**config.mk**
```make
export PLATFORM = sky130hd
export DESIGN_NAME = parallax_scroll_scheduler
export DESIGN_NICKNAME = d
export VERILOG_FILES = /design/src/rtl/parallax_scroll_scheduler.sv
export SDC_FILE = /design/constraint.sdc
export NUM_CORES = 1
export LEC_CHECK = 0
export BUFFER_PORTS_ARGS = -buffer_cell sky130_fd_sc_hd__buf_2
export CAP_MARGIN = 40
export CORE_ASPECT_RATIO = 1.75
export CORE_UTILIZATION = 45
export DETAILED_ROUTE_END_ITERATION = 8
export PLACE_DENSITY_LB_ADDON = 0.25
export SYNTH_ARGS = -nofsm -noshare
export SYNTH_HDL_FRONTEND = slang
export SYNTH_SLANG_ARGS = --single-unit
```
**constraint.sdc**
```tcl
create_clock -name clk -period 17.5 [get_ports clk]
set_input_delay 0.875 -clock clk [delete_from_list [all_inputs] [get_ports clk]]
set_output_delay 0.875 -clock clk [all_outputs]
set_load 0.05 [all_outputs]
```
**src/rtl/parallax_scroll_scheduler.sv**
```systemverilog
// Per-frame parallax scroll controller: one shared adder advances every layer's position on vsync,
// then all offsets commit together. Define SCROLL_FRAC_EN for Q6.2 velocities and fractional positions.
module parallax_scroll_scheduler #(
    parameter int NUM_LAYERS = 5,
    parameter int POS_W      = 10
) (
    input  logic                        clk,
    input  logic                        reset,
    input  logic                        vsync,
    input  logic                        pause,
    input  logic                        cfg_valid,
    output logic                        cfg_ready,
    input  logic [2:0]                  cfg_layer,
    input  logic [1:0]                  cfg_op,
    input  logic [7:0]                  cfg_vel,
    output logic [NUM_LAYERS*POS_W-1:0] off_x,
    output logic [NUM_LAYERS*POS_W-1:0] off_y,
    output logic [9:0]                  frame_cnt,
    output logic                        busy
);

`ifdef SCROLL_FRAC_EN
    localparam int FRAC = 2;
`else
    localparam int FRAC = 0;
`endif
    localparam int AW = POS_W + FRAC;
    localparam int KW = $clog2(2 * NUM_LAYERS);
    localparam logic [KW-1:0] K_LAST = KW'(2 * NUM_LAYERS - 1);

    typedef enum logic [1:0] {IDLE, UPD, COMMIT} state_t;

    state_t                      state_q;
    logic                        vsync_q;
    logic                        busy_q;
    logic                        commit_q;
    logic [KW-1:0]               k_q;
    logic [AW-1:0]               posX_q [NUM_LAYERS];
    logic [AW-1:0]               posY_q [NUM_LAYERS];
    logic [7:0]                  velX_q [NUM_LAYERS];
    logic [7:0]                  velY_q [NUM_LAYERS];
    logic [NUM_LAYERS*POS_W-1:0] offX_q;
    logic [NUM_LAYERS*POS_W-1:0] offY_q;
    logic [9:0]                  frameCnt_q;

    logic                        vsyncEdge;
    logic                        cfgAccept;
    logic [AW-1:0]               addA_d;
    logic [7:0]                  velSel_d;
    logic [AW-1:0]               sum_d;

    function automatic logic [7:0] defaultVel(input int layer, input logic yAxis);
        logic [7:0] v;
`ifdef SCROLL_FRAC_EN
        case (layer)
            0:       v = yAxis ? 8'd8 : 8'd64;
            1:       v = yAxis ? 8'd6 : 8'd28;
            2:       v = yAxis ? 8'd2 : 8'd16;
            3:       v = yAxis ? 8'd1 : 8'd8;
            4:       v = yAxis ? 8'd1 : 8'd2;
            default: v = 8'd0;
        endcase
`else
        case (layer)
            0:       v = yAxis ? 8'd2 : 8'd16;
            1:       v = yAxis ? 8'd1 : 8'd7;
            2:       v = yAxis ? 8'd0 : 8'd4;
            3:       v = yAxis ? 8'd0 : 8'd2;
            default: v = 8'd0;
        endcase
`endif
        return v;
    endfunction

    assign vsyncEdge = vsync & ~vsync_q;
    assign cfg_ready = (state_q == IDLE) & ~vsyncEdge;
    assign cfgAccept = cfg_valid & cfg_ready;

    // Step k selects layer k/2; even steps work on x, odd steps on y.
    always_comb begin
        addA_d   = '0;
        velSel_d = '0;
        for (int i = 0; i < NUM_LAYERS; i++) begin
            if (int'(k_q >> 1) == i) begin
                addA_d   = k_q[0] ? posY_q[i] : posX_q[i];
                velSel_d = k_q[0] ? velY_q[i] : velX_q[i];
            end
        end
        sum_d = addA_d + AW'($signed(velSel_d));
    end

    // Offsets land one cycle after COMMIT so they move together with busy falling.
    always_ff @(posedge clk or posedge reset) begin
        if (reset) begin
            state_q    <= IDLE;
            vsync_q    <= 1'b0;
            busy_q     <= 1'b0;
            commit_q   <= 1'b0;
            k_q        <= '0;
            offX_q     <= '0;
            offY_q     <= '0;
            frameCnt_q <= '0;
            for (int i = 0; i < NUM_LAYERS; i++) begin
                posX_q[i] <= '0;
                posY_q[i] <= '0;
                velX_q[i] <= defaultVel(i, 1'b0);
                velY_q[i] <= defaultVel(i, 1'b1);
            end
        end else begin
            vsync_q  <= vsync;
            busy_q   <= (state_q != IDLE);
            commit_q <= 1'b0;
            if (commit_q) begin
                for (int i = 0; i < NUM_LAYERS; i++) begin
                    offX_q[i*POS_W +: POS_W] <= posX_q[i][AW-1 -: POS_W];
                    offY_q[i*POS_W +: POS_W] <= posY_q[i][AW-1 -: POS_W];
                end
                frameCnt_q <= frameCnt_q + 10'd1;
            end
            case (state_q)
                IDLE: begin
                    if (vsyncEdge && !pause) begin
                        state_q <= UPD;
                        k_q     <= '0;
                    end else if (cfgAccept) begin
                        for (int i = 0; i < NUM_LAYERS; i++) begin
                            if (cfg_layer == 3'(i)) begin
                                case (cfg_op)
                                    2'b00: velX_q[i] <= cfg_vel;
                                    2'b01: velY_q[i] <= cfg_vel;
                                    2'b10: begin
                                        posX_q[i] <= '0;
                                        posY_q[i] <= '0;
                                    end
                                    default: ;
                                endcase
                            end
                        end
                    end
                end
                UPD: begin
                    for (int i = 0; i < NUM_LAYERS; i++) begin
                        if (int'(k_q >> 1) == i) begin
                            if (k_q[0]) posY_q[i] <= sum_d;
                            else        posX_q[i] <= sum_d;
                        end
                    end
                    if (k_q == K_LAST) state_q <= COMMIT;
                    else               k_q     <= k_q + KW'(1);
                end
                COMMIT: begin
                    state_q  <= IDLE;
                    commit_q <= 1'b1;
                end
                default: state_q <= IDLE;
            endcase
        end
    end

    assign busy      = busy_q;
    assign off_x     = offX_q;
    assign off_y     = offY_q;
    assign frame_cnt = frameCnt_q;

endmodule
```
=== After elaboration in Yosys (flattened, before gate mapping) ===
Cells that the tools add are included.

* Bits in registers: 299
* Bits of input ports: 18
* Logic and storage cells: 147

* Add/sub/neg operators: 3
* Equal/unequal tests: 31
* Multiplexer cells: 49
* Bitwise gates (word level): 6
* Reduce and logical (&&, ||, !) cells: 30

{| class="wikitable"
|+ Operators by type and width
! cell !! count
|-
| $mux W10 || 28
|-
| $pmux W50 S2 || 2
|-
| $mux W50 || 2
|-
| $mux W8 || 10
|-
| $reduce_and A7 Y1 || 10
|-
| $reduce_and A5 Y1 || 10
|-
| $logic_not A32 Y1 || 1
|-
| $ne A2 B2 Y1 const B || 11
|-
| $ne A2 B1 Y1 const B || 7
|-
| $eq A3 B3 Y1 const B || 4
|-
| $add A10 B1 Y10 const B || 1
|-
| $add A10 B10 Y10 || 1
|-
| $eq A3 B2 Y1 const B || 3
|-
| $mux W4 || 2
|-
| $pmux W4 S2 || 1
|-
| $add A4 B1 Y4 const B || 1
|-
| $eq A2 B1 Y1 const B || 2
|-
| $eq A2 B2 Y1 const B || 2
|-
| $eq A4 B4 Y1 const B || 1
|-
| $logic_not A2 Y1 || 2
|-
| $mux W2 || 2
|-
| $pmux W2 S2 || 1
|-
| $reduce_bool A2 Y1 || 2
|-
| $and A1 B1 Y1 || 3
|-
| other kinds (8) || 10
|}

=== Longest topological paths before layout ===
Gate-level depths: netlist (run 1).

* Word-level depth: 10
* Gate-level depth with buffers: 18
* Mapped depth without buffers: 14

=== Worst setup path before layout (run 1) ===
No wires, ideal clock.

* Kind: reg2reg
* From: reg k_q[0]
* To: reg posX_q[16] in the netlist's numbering
* Setup time: 154 ps
* Arrival time: 3803 ps
* Required time: 17346 ps
* Slack: 13543 ps
* Stages on the path, launching flop included: 17
* Buffers on the path: 4
* Cell sequence: dfrtp_1 -> buf_2 -> buf_2 -> buf_1 -> buf_1 -> mux2_2 -> a221oi_1 -> a21oi_1 -> ha_1 -> inv_1 -> fa_1 -> nor2b_1 -> o21ai_0 -> a21boi_0 -> o21a_1 -> nor3_1 -> o41ai_1

* Word-level cells in the longest chain between the ends: 10
* Elaborated cells on any way between the ends: 26

{| class="wikitable"
|+ RTL lines
! what !! RTL line !! RTL
|-
| start: declaration || 37 || <nowiki>logic [KW-1:0] k_q;</nowiki>
|-
| start signal: assignment || 149 || <nowiki>else k_q <= k_q + KW'(1);</nowiki>
|-
| $mux W10 / $mux W8 (equally long branches) || 85, 86 ||
|-
| $mux W10 / $mux W8 (equally long branches) (5 in series) || 84 || <nowiki>if (int'(k_q >> 1) == i) begin</nowiki>
|-
| $add A10 B10 Y10 || 89 || <nowiki>sum_d = addA_d + AW'($signed(velSel_d));</nowiki>
|-
| $mux W10 || 144 || <nowiki>if (k_q[0]) posY_q[i] <= sum_d;</nowiki>
|-
| $mux W10 || 143 || <nowiki>if (int'(k_q >> 1) == i) begin</nowiki>
|-
| $pmux W50 S2 || 120 || <nowiki>case (state_q)</nowiki>
|-
| end signal: indexed assignment || 145 || <nowiki>else posX_q[i] <= sum_d;</nowiki>
|-
| end: declaration || 38 || <nowiki>logic [AW-1:0] posX_q [NUM_LAYERS];</nowiki>
|}

Several ways; a longest one is shown, not always the timed one. The select of a mux whose other input is x is not followed.
A chain may end at the register's enable or synchronous reset.

=== Final worst setup path (run 1) ===
* From: reg k_q[0]
* To: reg posY_q[35] in the netlist's numbering

* Word-level cells in the longest chain between the ends: 10
* Elaborated cells on any way between the ends: 26

{| class="wikitable"
|+ RTL lines
! what !! RTL line !! RTL
|-
| $mux W10 / $mux W8 (equally long branches) || 85, 86 ||
|-
| $mux W10 / $mux W8 (equally long branches) (5 in series) || 84 ||
|-
| $add A10 B10 Y10 || 89 ||
|-
| $mux W10 || 144 ||
|-
| $mux W10 || 143 ||
|-
| $pmux W50 S2 || 120 ||
|-
| end signal: indexed assignment || 144 ||
|-
| end: declaration || 39 || <nowiki>logic [AW-1:0] posY_q [NUM_LAYERS];</nowiki>
|}

Several ways; a longest one is shown, not always the timed one. The select of a mux whose other input is x is not followed.

==> results of run 1 <==
## metal layers
metal | share of wire | vias to the layer above | global-route usage
li1 | - | 4316 | -
met1 | 0.38 | 4810 | 0.290
met2 | 0.51 | 272 | 0.426
met3 | 0.040 | 101 | 0.0273
met4 | 0.066 | 0 | 0.158
met5 | 0 | - | 0
## power breakdown
group	total (µW)	internal [µW]	leakage (µW)	switching [µW]
Sequential	1120	916	0.00398	206
Combinational	1540	505	0.00323	1030
Clock	657	397	0.000485	259
Total	3320	1820	0.00770	1500
## final timing paths
kind	end	cells after the start
min in group asynchronous	off_x[16]	2
hold reg to reg	frame_cnt[9]	1
setup reg to reg	posY_q[35]	13
hold / removal	vsync_q	1
setup / recovery	posY_q[35]	13
max in group asynchronous	k_q[0]	3
## logic make-up after synthesis
family | after synthesis | share of synthesized area
DFF | 299 | 0.544
muxes | 280 | 0.228
and+or+nand+nor | 265 | 0.0891
AOI/OAI and AO/OA | 172 | 0.0910
buffers and inverters | 97 | 0.0281
xor gates and xnor gates | 13 | 0.00826
adders and majority gates | 13 | 0.0123
## cells in the final DEF, fill, tap and decap left out, types with 4 or more instances in the layout
cell	count
dfrtp_1	289
mux2_2	226
nand2_1	142
buf_2	131
mux2i_1	50
nor2_1	49
clkbuf_16	29
o31ai_1	24
a21oi_1	22
nor2b_1	20
buf_4	18
a221oi_1	17
a211oi_1	17
inv_1	16
o211ai_1	14
o22ai_1	14
o21ai_0	12
ha_1	12
a31oi_1	11
o41ai_1	10
nand2b_1	8
nand3_1	8
xnor2_1	8
o221ai_1	8
dfstp_2	8
clkbuf_1	7
nor3_1	6
xor2_1	5
clkbuf_8	5
bufinv_16	5
a221o_1	4
mux4_2	4
and3_1	4
## layout make-up
type / count / area [µm²] / area share
diodes: 1 / 2.50 / 0.000158
clock buffers: 41 / 821 / 0.0518
clock inverters: 8 / 169 / 0.0107
inverters: 18 / 75.1 / 0.00474
multi-input cells: 743 / 5910 / 0.373
flip-flops and latches: 299 / 7500 / 0.473
well taps: 387 / 484 / 0.0306
repair buffers: 153 / 881 / 0.0556
## flip-flops by register name, indices dropped and copies added, names as in the netlist
name / cells
busy: 1
state_q: 2
vsync_q: 1
velY_q: 40
posX_q: 50
frame_cnt: 10
velX_q: 40
off_y: 50
off_x: 50
commit_q: 1
k_q: 4
posY_q: 50
## metrics by stage
| stage | setup slack (ns) | total power, µW |
|---|---|---|
| 6_report | 12.73 | 3320 |
| 5_1_grt | 12.45 | 3490 |
| 4_1_cts | 12.84 | 3320 |
| 3_5_place_dp | 12.85 | 2650 |
| 3_3_place_gp | 12.54 | 2590 |
| 2_1_floorplan | 8.38 | 2140 |
==> flow_metrics.env, run 1 <==
export IMPL_crit_start="k_q[0]"
export IMPL_ys_ff_latch=299
export IMPL_antenna_left=0
export IMPL_yosysTopAreaCell="dfrtp_1"
export IMPL_antenna_found_initial=0
export IMPL_max_slew_margin=0.357
export IMPL_drt_iter0_drc=591
export IMPL_cts_tree="done"
export IMPL_fin_nets=1274
export IMPL_start_util=0.458
export IMPL_status="complete, no violations"
export IMPL_synth_edf_count=0
export IMPL_num_rows=84
export IMPL_post_dp_cell_area_um2=14900
export IMPL_cap_violations=0
export IMPL_crit_fanout=45
export IMPL_p_per_area_nw_per_um2=209
export IMPL_vdd_ir_drop_max_uv=134
export IMPL_avgSynthCellArea_um2=12.1
export IMPL_finClkSkew_ns=0.0160
export IMPL_gp_congestion=0.915
export IMPL_tightest_slew_ns=0.965
export IMPL_postCtsSetupRepairBufs=0
export IMPL_io_pins=130
export IMPL_grt_pass1_wl_mm=58.1
export IMPL_grt_max_degree=180
export IMPL_synth_top_cell_area_share=0.528
export IMPL_synth_cells=1139
export IMPL_slowest_delay_ns=0.78
export IMPL_fill_cells=2645
export IMPL_layout_cells_non_filler=1650
export IMPL_cellLeakagePower_uw=0.00770
export IMPL_grt_usage=0.247
export IMPL_insertion_delay_ns=0.55
export IMPL_fmax_mhz=209
export IMPL_critical_path_top_delay_family="compound AO/OA/AOI/OAI gates"
export IMPL_critPathKind="reg -> reg"
export IMPL_first_pass_iters=5
export IMPL_synth_common_cells="dfrtp_1 (291), mux2_2 (226), nand2_1 (142)"
export IMPL_hpwl_mm=26.9
export IMPL_hp_class="in -> reg"
export IMPL_fp_dieH_um=233
export IMPL_crit_arrival_ns=5.20
export IMPL_cts_made_buffers=28
export IMPL_syn_cell_area_um2=13800
export IMPL_report_final_slew_viol_count=0
export IMPL_setup_tns_final_ns=0
export IMPL_ys_flop_type="dfrtp_1"
export IMPL_cpMostUsedCell="a21oi_1"
export IMPL_clock_sinks=299
export IMPL_drive_above_1_share=0.358
export IMPL_rsz0062_at_grt="false"
export IMPL_dr_total_vias=9499
export IMPL_clk_path_buf_depth=3
export IMPL_design_core_area_um2=30100
export IMPL_ys_seq_area_frac=0.544
export IMPL_dp_cells=1600
export IMPL_end_kind="flop"
export IMPL_htreeDepth=1
export IMPL_critPathRequiredTime_ns=17.93
export IMPL_port_buffers=129
export IMPL_routed_wl_mm=37.7
export IMPL_fin_crit_ns=4.77
export IMPL_cts_resized_gates=0
export IMPL_finalCoreUtilization=0.527
export IMPL_synth_distinct_cells=59
export IMPL_holdBufCountCts=0
export IMPL_r2r_start="k_q[0]"
export IMPL_async_reset_ff_frac=1.00
export IMPL_route_detailed_drc=0
export IMPL_critPathSlowestCell="dfrtp_4"
export IMPL_syn_num_nets=1170
export IMPL_synth_most_common_cell="dfrtp_1"
export IMPL_hp_start="vsync"
export IMPL_hold_viol=0
export IMPL_start_kind="flop"
export IMPL_path_buf_inv=2
export IMPL_hold_slack_ns=0.437
export IMPL_die_w_um=134
export IMPL_clockRootBuffer="clkbuf_16"
export IMPL_path_cells="buf_4, buf_16, mux2i_1, o22ai_1, a221oi_1, a21oi_1, ha_1, a211oi_1, o21ai_0, a21oi_1, xor2_1, nor2_1, mux2_2"
export IMPL_viasPerCell=5.76
export IMPL_grt_ovfl_total=0
export IMPL_die_area_um2=31400
export IMPL_finalSetupViolCount=0
export IMPL_grt_pass1_vias=9578
export IMPL_wire_per_inst_um=22.8
export IMPL_ys_warn_count=0
export IMPL_final_area_um2=15800
export IMPL_fin_crit_sh=0.273
export IMPL_syn_to_final_growth_pct=15.0
export IMPL_synth_area_leaders="dfrtp_1 (53%), mux2_2 (18%), nand2_1 (3.9%)"
export IMPL_r2r_slack_ns=12.73
export IMPL_clkTransAtPathRegs_ns=0.06
No activity file was read; power rests on OpenSTA's default activity.
==> run 2: changes to the inputs <==
ABC_AREA = 1   (was not set)
clock period = 4.4 ns   (was 17.5 ns; I/O delays follow)
==> run 2 against run 1 <==
Sequential share of layout area rose by 1.8 points. Critical path type unchanged. Synthesized cell count rose by 38%. Total power rose to 3.6 times the previous value. Largest power group unchanged.
==> flow_metrics.env, run 2 <==
export IMPL_synth_top_cell_area_share=0.546
export IMPL_cap_violations=0
export IMPL_io_pins=130
export IMPL_start_kind="flop"
export IMPL_final_cell_mix="nand2_1 (535), dfrtp_1 (290), o21ai_0 (220)"
export IMPL_ys_warn_count=0
export IMPL_fin_crit_ns=3.73
export IMPL_postCtsSetupRepairBufs=0
export IMPL_cpMostUsedCell="inv_1"
export IMPL_cts_tree="done"
export IMPL_fin_nets=1711
export IMPL_status="complete, no violations"
export IMPL_r2r_start="k_q[1]"
export IMPL_p_per_area_nw_per_um2=774
export IMPL_clock_sinks=299
export IMPL_die_area_um2=30400
export IMPL_r2r_slack_ns=0.67
export IMPL_antenna_left=0
export IMPL_grt_pass1_wl_mm=57.0
export IMPL_vdd_ir_drop_max_uv=420
export IMPL_cts_resized_gates=0
export IMPL_ys_flop_type="dfrtp_1"
export IMPL_synth_cells=1569
export IMPL_whs_path_depth=3
export IMPL_finalSetupViolCount=0
export IMPL_critPathRequiredTime_ns=4.80
export IMPL_viasPerCell=5.26
export IMPL_tightest_slew_ns=0.868
export IMPL_rsz0062_at_grt="false"
export IMPL_fin_crit_sh=0.847
export IMPL_reg2regPathDepth=19
export IMPL_num_rows=83
export IMPL_hold_viol=0
export IMPL_port_buffers=129
export IMPL_hpwl_mm=25.1
export IMPL_start_util=0.456
export IMPL_hp_start="cfg_vel[2]"
export IMPL_fmax_mhz=268
export IMPL_clkTransAtPathRegs_ns=0.07
export IMPL_syn_num_nets=1600
export IMPL_fp_dieH_um=230
export IMPL_dr_total_vias=10900
export IMPL_end_kind="flop"
export IMPL_cellLeakagePower_uw=0.00749
export IMPL_insertion_delay_ns=0.57
export IMPL_clk_path_buf_depth=3
export IMPL_report_final_slew_viol_count=0
export IMPL_design_core_area_um2=29300
export IMPL_grt_ovfl_total=0
export IMPL_routed_wl_mm=35.7
export IMPL_synth_most_common_cell="nand2_1"
export IMPL_setup_tns_final_ns=0
export IMPL_drt_iter0_drc=777
export IMPL_hold_path_end="velY_q[18]"
export IMPL_path_cells="inv_1, nand2_1, nor2_1, clkinv_1, buf_4, a211oi_1, a221oi_1, nand3_1, ha_1, inv_1, fa_1, inv_1, nand3_1, nand2_1, inv_1, o211ai_1, a21oi_1, o21ai_1, o21ai_0"
export IMPL_insertedDiodeCount=0
export IMPL_finClkSkew_ns=0.0204
export IMPL_route_detailed_drc=0
export IMPL_async_reset_ff_frac=1.00
export IMPL_drive_above_1_share=0.148
export IMPL_hold_slack_ns=0.0510
export IMPL_synth_area_leaders="dfrtp_1 (55%), nand2_1 (15%), o21ai_0 (8.3%)"
export IMPL_max_slew_margin=0.421
export IMPL_antenna_found_initial=0
export IMPL_clockRootBuffer="clkbuf_16"
export IMPL_synth_common_cells="nand2_1 (535), dfrtp_1 (291), o21ai_0 (220)"
export IMPL_syn_to_final_growth_pct=14.4
export IMPL_ys_seq_area_frac=0.562
export IMPL_avgSynthCellArea_um2=8.50
export IMPL_ys_ff_latch=299
export IMPL_synth_edf_count=0
export IMPL_yosysTopAreaCell="dfrtp_1"
export IMPL_gp_congestion=0.922
export IMPL_wire_per_inst_um=17.1
export IMPL_grt_usage=0.239
export IMPL_grt_pass1_vias=10600
export IMPL_synth_distinct_cells=44
export IMPL_slowest_delay_ns=0.41
export IMPL_syn_cell_area_um2=13300
export IMPL_critPathKind="reg -> reg"
export IMPL_final_common_cell="nand2_1"
export IMPL_grt_max_degree=134
export IMPL_crit_fanout=10
export IMPL_cts_made_buffers=27
export IMPL_first_pass_iters=7
export IMPL_critPathSlowestCell="dfrtp_1"
export IMPL_hp_class="in -> reg"
export IMPL_crit_arrival_ns=4.13
export IMPL_die_w_um=132
export IMPL_htreeDepth=1
export IMPL_reg2reg_to="posX_q[28]"
[run 2: cell count changes after synthesis, moves of 20 or more]
| cell | change |
|---|---|
| mux2i_1 | -50 |
| mux2_2 | -226 |
| nor2_1 | +24 |
| o21ai_0 | +208 |
| buf_2 | +20 |
| inv_1 | +95 |
| o21ai_1 | +49 |
| nor2b_1 | -20 |
| clkbuf_1 | -23 |
| nand2_1 | +393 |
| nand3_1 | +22 |
| o31ai_1 | -24 |
[run 2: worst max-delay path by stage]
stage | start | endpoint | slack (ns) | cells after the start
6_report | k_q[1] | posX_q[28] | 0.67 | 19
5_1_grt | k_q[1] | posX_q[28] | 0.31 | 19
4_1_cts | k_q[1] | posY_q[48] | 0.73 | 19
3_5_place_dp | k_q[1] | posY_q[48] | 0.75 | 19
3_3_place_gp | k_q[0] | posY_q[48] | 0.88 | 13
2_1_floorplan | reset | busy | 0.21 | 1
[run 2: logic make-up (layout without fill, tap and decap cells)]
group / count (synthesis) / after routing / synth area share
adder cells (fa/ha/maj): 13 / 13 / 0.0128
buffers and inverters: 199 / 331 / 0.0629
XOR/XNOR: 9 / 9 / 0.00591
AO/OA/AOI/OAI: 356 / 356 / 0.144
AND/OR/NAND/NOR: 693 / 693 / 0.213
flip-flops: 299 / 299 / 0.562
[run 2: critical path, delay by kind of cell (launching register included)]
family,cells,cell delay [ns]
AOI/OAI and AO/OA,6,1.17
adders and majority gates,2,0.62
buffers and inverters,6,0.85
DFF,1,0.41
and+or+nand+nor,5,0.52
[run 2: metal layers]
metal | routed length [µm] | vias to the layer above | track usage
li1 | - | 5315 | -
met1 | 14000 | 5184 | 0.288
met2 | 18300 | 352 | 0.424
met3 | 1780 | 97 | 0.0267
met4 | 1620 | 0 | 0.116
met5 | 0 | - | 0
[run 2: what timing repair did]
action                     CTS  global route
hold endpoints to repair    26             0
setup endpoints to repair    0             0
hold buffers                 2             0
[run 2: final cells by class]
class	count	area (µm²)
sequential	299	7500
tap	382	478
multi-input combinational	1071	5010
timing repair buffer	154	883
clock buffer	39	741
fill	2789	14000
clock inverter	11	176
inverter	127	483
[run 2: power breakdown]
group          switching, µW  internal [µW]  leakage (µW)
combinational           3960           1320       0.00316
clock                   1050           1410      0.000443
sequential               495           3580       0.00389
total                   5500           6310       0.00749
[run 2: per-stage QoR]
step                total power (µW)  utilization  cells  setup slack [ns]  cell area, µm²
floorplan                       7800            -   1569             0.213           13300
global placement                9270        0.488   2030             0.878           14300
detailed placement              9370        0.489   2031             0.747           14300
CTS                            11900        0.521   2083             0.732           15300
global route                   12500        0.521   2083             0.309           15300
finish                         11800        0.521   2083             0.673           15300
==> run 3: changes to the inputs <==
clock period = 3.2 ns   (was 4.4 ns; I/O delays follow)
==> run 3 against run 2 <==
Die area unchanged. Total power grew 43%. First-iteration DRC count down 7.2%. Cell count grew 2.2%. Register-to-register slack worse by 0.65 ns. Final area up 3.3%. Global-route usage rose by 0.76 points. Core utilization grew 1.7 points. Via count up 1.7%. Largest power group unchanged. Highest routed layer unchanged.
==> flow_metrics.env, run 3 (synthesis results as in run 2) <==
export IMPL_end_kind="flop"
export IMPL_hold_viol=0
export IMPL_grt_usage=0.247
export IMPL_drive_above_1_share=0.183
export IMPL_die_w_um=132
export IMPL_hold_slack_ns=0.0273
export IMPL_first_pass_iters=5
export IMPL_finalCoreUtilization=0.539
export IMPL_insertedDiodeCount=0
export IMPL_cts_made_buffers=27
export IMPL_clkTransAtPathRegs_ns=0.07
export IMPL_viasPerCell=5.23
export IMPL_grt_max_degree=74
export IMPL_vdd_ir_drop_max_uv=584
export IMPL_hp_class="in -> reg"
export IMPL_p_per_area_nw_per_um2=1070
export IMPL_design_core_area_um2=29300
export IMPL_insertion_delay_ns=0.55
export IMPL_grt_pass1_wl_mm=58.7
export IMPL_route_detailed_drc=0
export IMPL_fill_cells=2777
export IMPL_status="complete, no violations"
export IMPL_dp_cells=2076
export IMPL_cpMostUsedCell="buf_4"
export IMPL_port_buffers=129
export IMPL_hpwl_mm=26.6
export IMPL_final_common_cell="nand2_1"
export IMPL_antenna_left=0
export IMPL_max_slew_margin=0.486
export IMPL_path_cells="buf_6, nand2_1, o21ai_0, a221oi_1, buf_4, a31oi_2, ha_1, buf_4, a21oi_1, o211ai_1, buf_4, o21ai_2, buf_2, o21ai_0"
export IMPL_crit_fanout=37
export IMPL_drt_iter0_drc=721
export IMPL_clk_path_buf_depth=3
export IMPL_syn_to_final_growth_pct=18.2
export IMPL_report_final_slew_viol_count=0
export IMPL_start_util=0.456
export IMPL_io_pins=130
export IMPL_layout_cells_non_filler=2128
export IMPL_clock_sinks=299
export IMPL_cap_violations=0
export IMPL_fin_crit_sh=0.994
export IMPL_fin_nets=1758
export IMPL_wire_per_inst_um=17.3
export IMPL_grt_pass1_vias=11000
export IMPL_routed_wl_mm=36.8
export IMPL_critPathRequiredTime_ns=3.62
export IMPL_tightest_slew_ns=0.769
export IMPL_grt_ovfl_total=0
export IMPL_finalSetupViolCount=0
export IMPL_rsz0062_at_grt="true"
export IMPL_fp_dieH_um=230
export IMPL_fin_crit_ns=3.18
export IMPL_clockRootBuffer="clkbuf_16"
export IMPL_critPathKind="reg -> reg"
export IMPL_finClkSkew_ns=0.0103
export IMPL_cellLeakagePower_uw=0.00779
export IMPL_gp_congestion=0.893
export IMPL_critPathSlowestCell="dfrtp_4"
export IMPL_antenna_found_initial=0
export IMPL_crit_arrival_ns=3.60
export IMPL_slowest_delay_ns=0.50
export IMPL_htreeDepth=1
export IMPL_final_cell_mix="nand2_1 (533), dfrtp_1 (289), o21ai_0 (211)"
export IMPL_start_kind="flop"
export IMPL_fmax_mhz=314
export IMPL_num_rows=83
export IMPL_cts_tree="done"
export IMPL_dr_total_vias=11100
export IMPL_die_area_um2=30400
run 3: metal layers:
layer  vias to the layer above  share of wire  global-route usage
li1                       5393              -                   -
met2                       318           0.52               0.442
met1                      5342           0.39               0.294
met5                         -              0                   0
met4                         0          0.046               0.122
met3                        82          0.046              0.0256
run 3: worst paths after layout:
path	start	endpoint	slack [ns]	depth (start not counted)
max	k_q[0]	posX_q[28]	0.02	14
min	cfg_vel[1]	velX_q[9]	0.03	3
max reg2reg	k_q[0]	posX_q[28]	0.02	14
min reg2reg	off_y[35]	off_y[35]	0.46	2
max in group asynchronous	reset	velY_q[33]	2.06	4
min in group asynchronous	reset	off_x[42]	0.30	3
run 3: worst max-delay path: cells and delay by family, from the launching register on:
family | cells | cell delay [ns]
flip-flops | 1 | 0.50
AND/OR/NAND/NOR | 1 | 0.11
AO/OA/AOI/OAI | 7 | 1.16
adder cells (fa/ha/maj) | 1 | 0.34
buffers and inverters | 5 | 0.92
run 3: area by class of cell:
cell class	count	area, µm²	share of cell area
Sequential cell	299	7500	0.475
Multi-Input combinational cell	1071	5080	0.322
Timing Repair Buffer	201	1330	0.0845
Clock buffer	38	777	0.0492
Inverter	127	483	0.0306
Tap cell	382	478	0.0303
Clock inverter	10	125	0.00793
run 3: metrics by stage:
step / TNS (ns) / setup slack [ns] / power, µW / cell area [µm²]
after floorplan: -269.62 / -0.927 / 10700 / 13300
after global placement: 0 / 0.112 / 13300 / 14800
after detailed placement: 0 / 0.0564 / 13400 / 14800
after CTS: 0 / 0.0295 / 16800 / 15700
after global routing: -0.450 / -0.0783 / 17900 / 15800
final: 0 / 0.0200 / 16900 / 15800
run 3: timing repair:
action | in CTS | in global routing
hold buffers | 2 | 0
buffers inserted | 0 | 1
endpoints found under the hold margin | 24 | 0
setup endpoints to repair | 0 | 61
gates resized for setup | 0 | 34
run 3: report_power, final:
group          total (µW)  switching, µW  leakage (µW)  internal, µW
logic                7970           5620       0.00345          2340
clock network        3330           1400      0.000452          1930
registers            5640            721       0.00389          4920
total               16900           7750       0.00779          9190
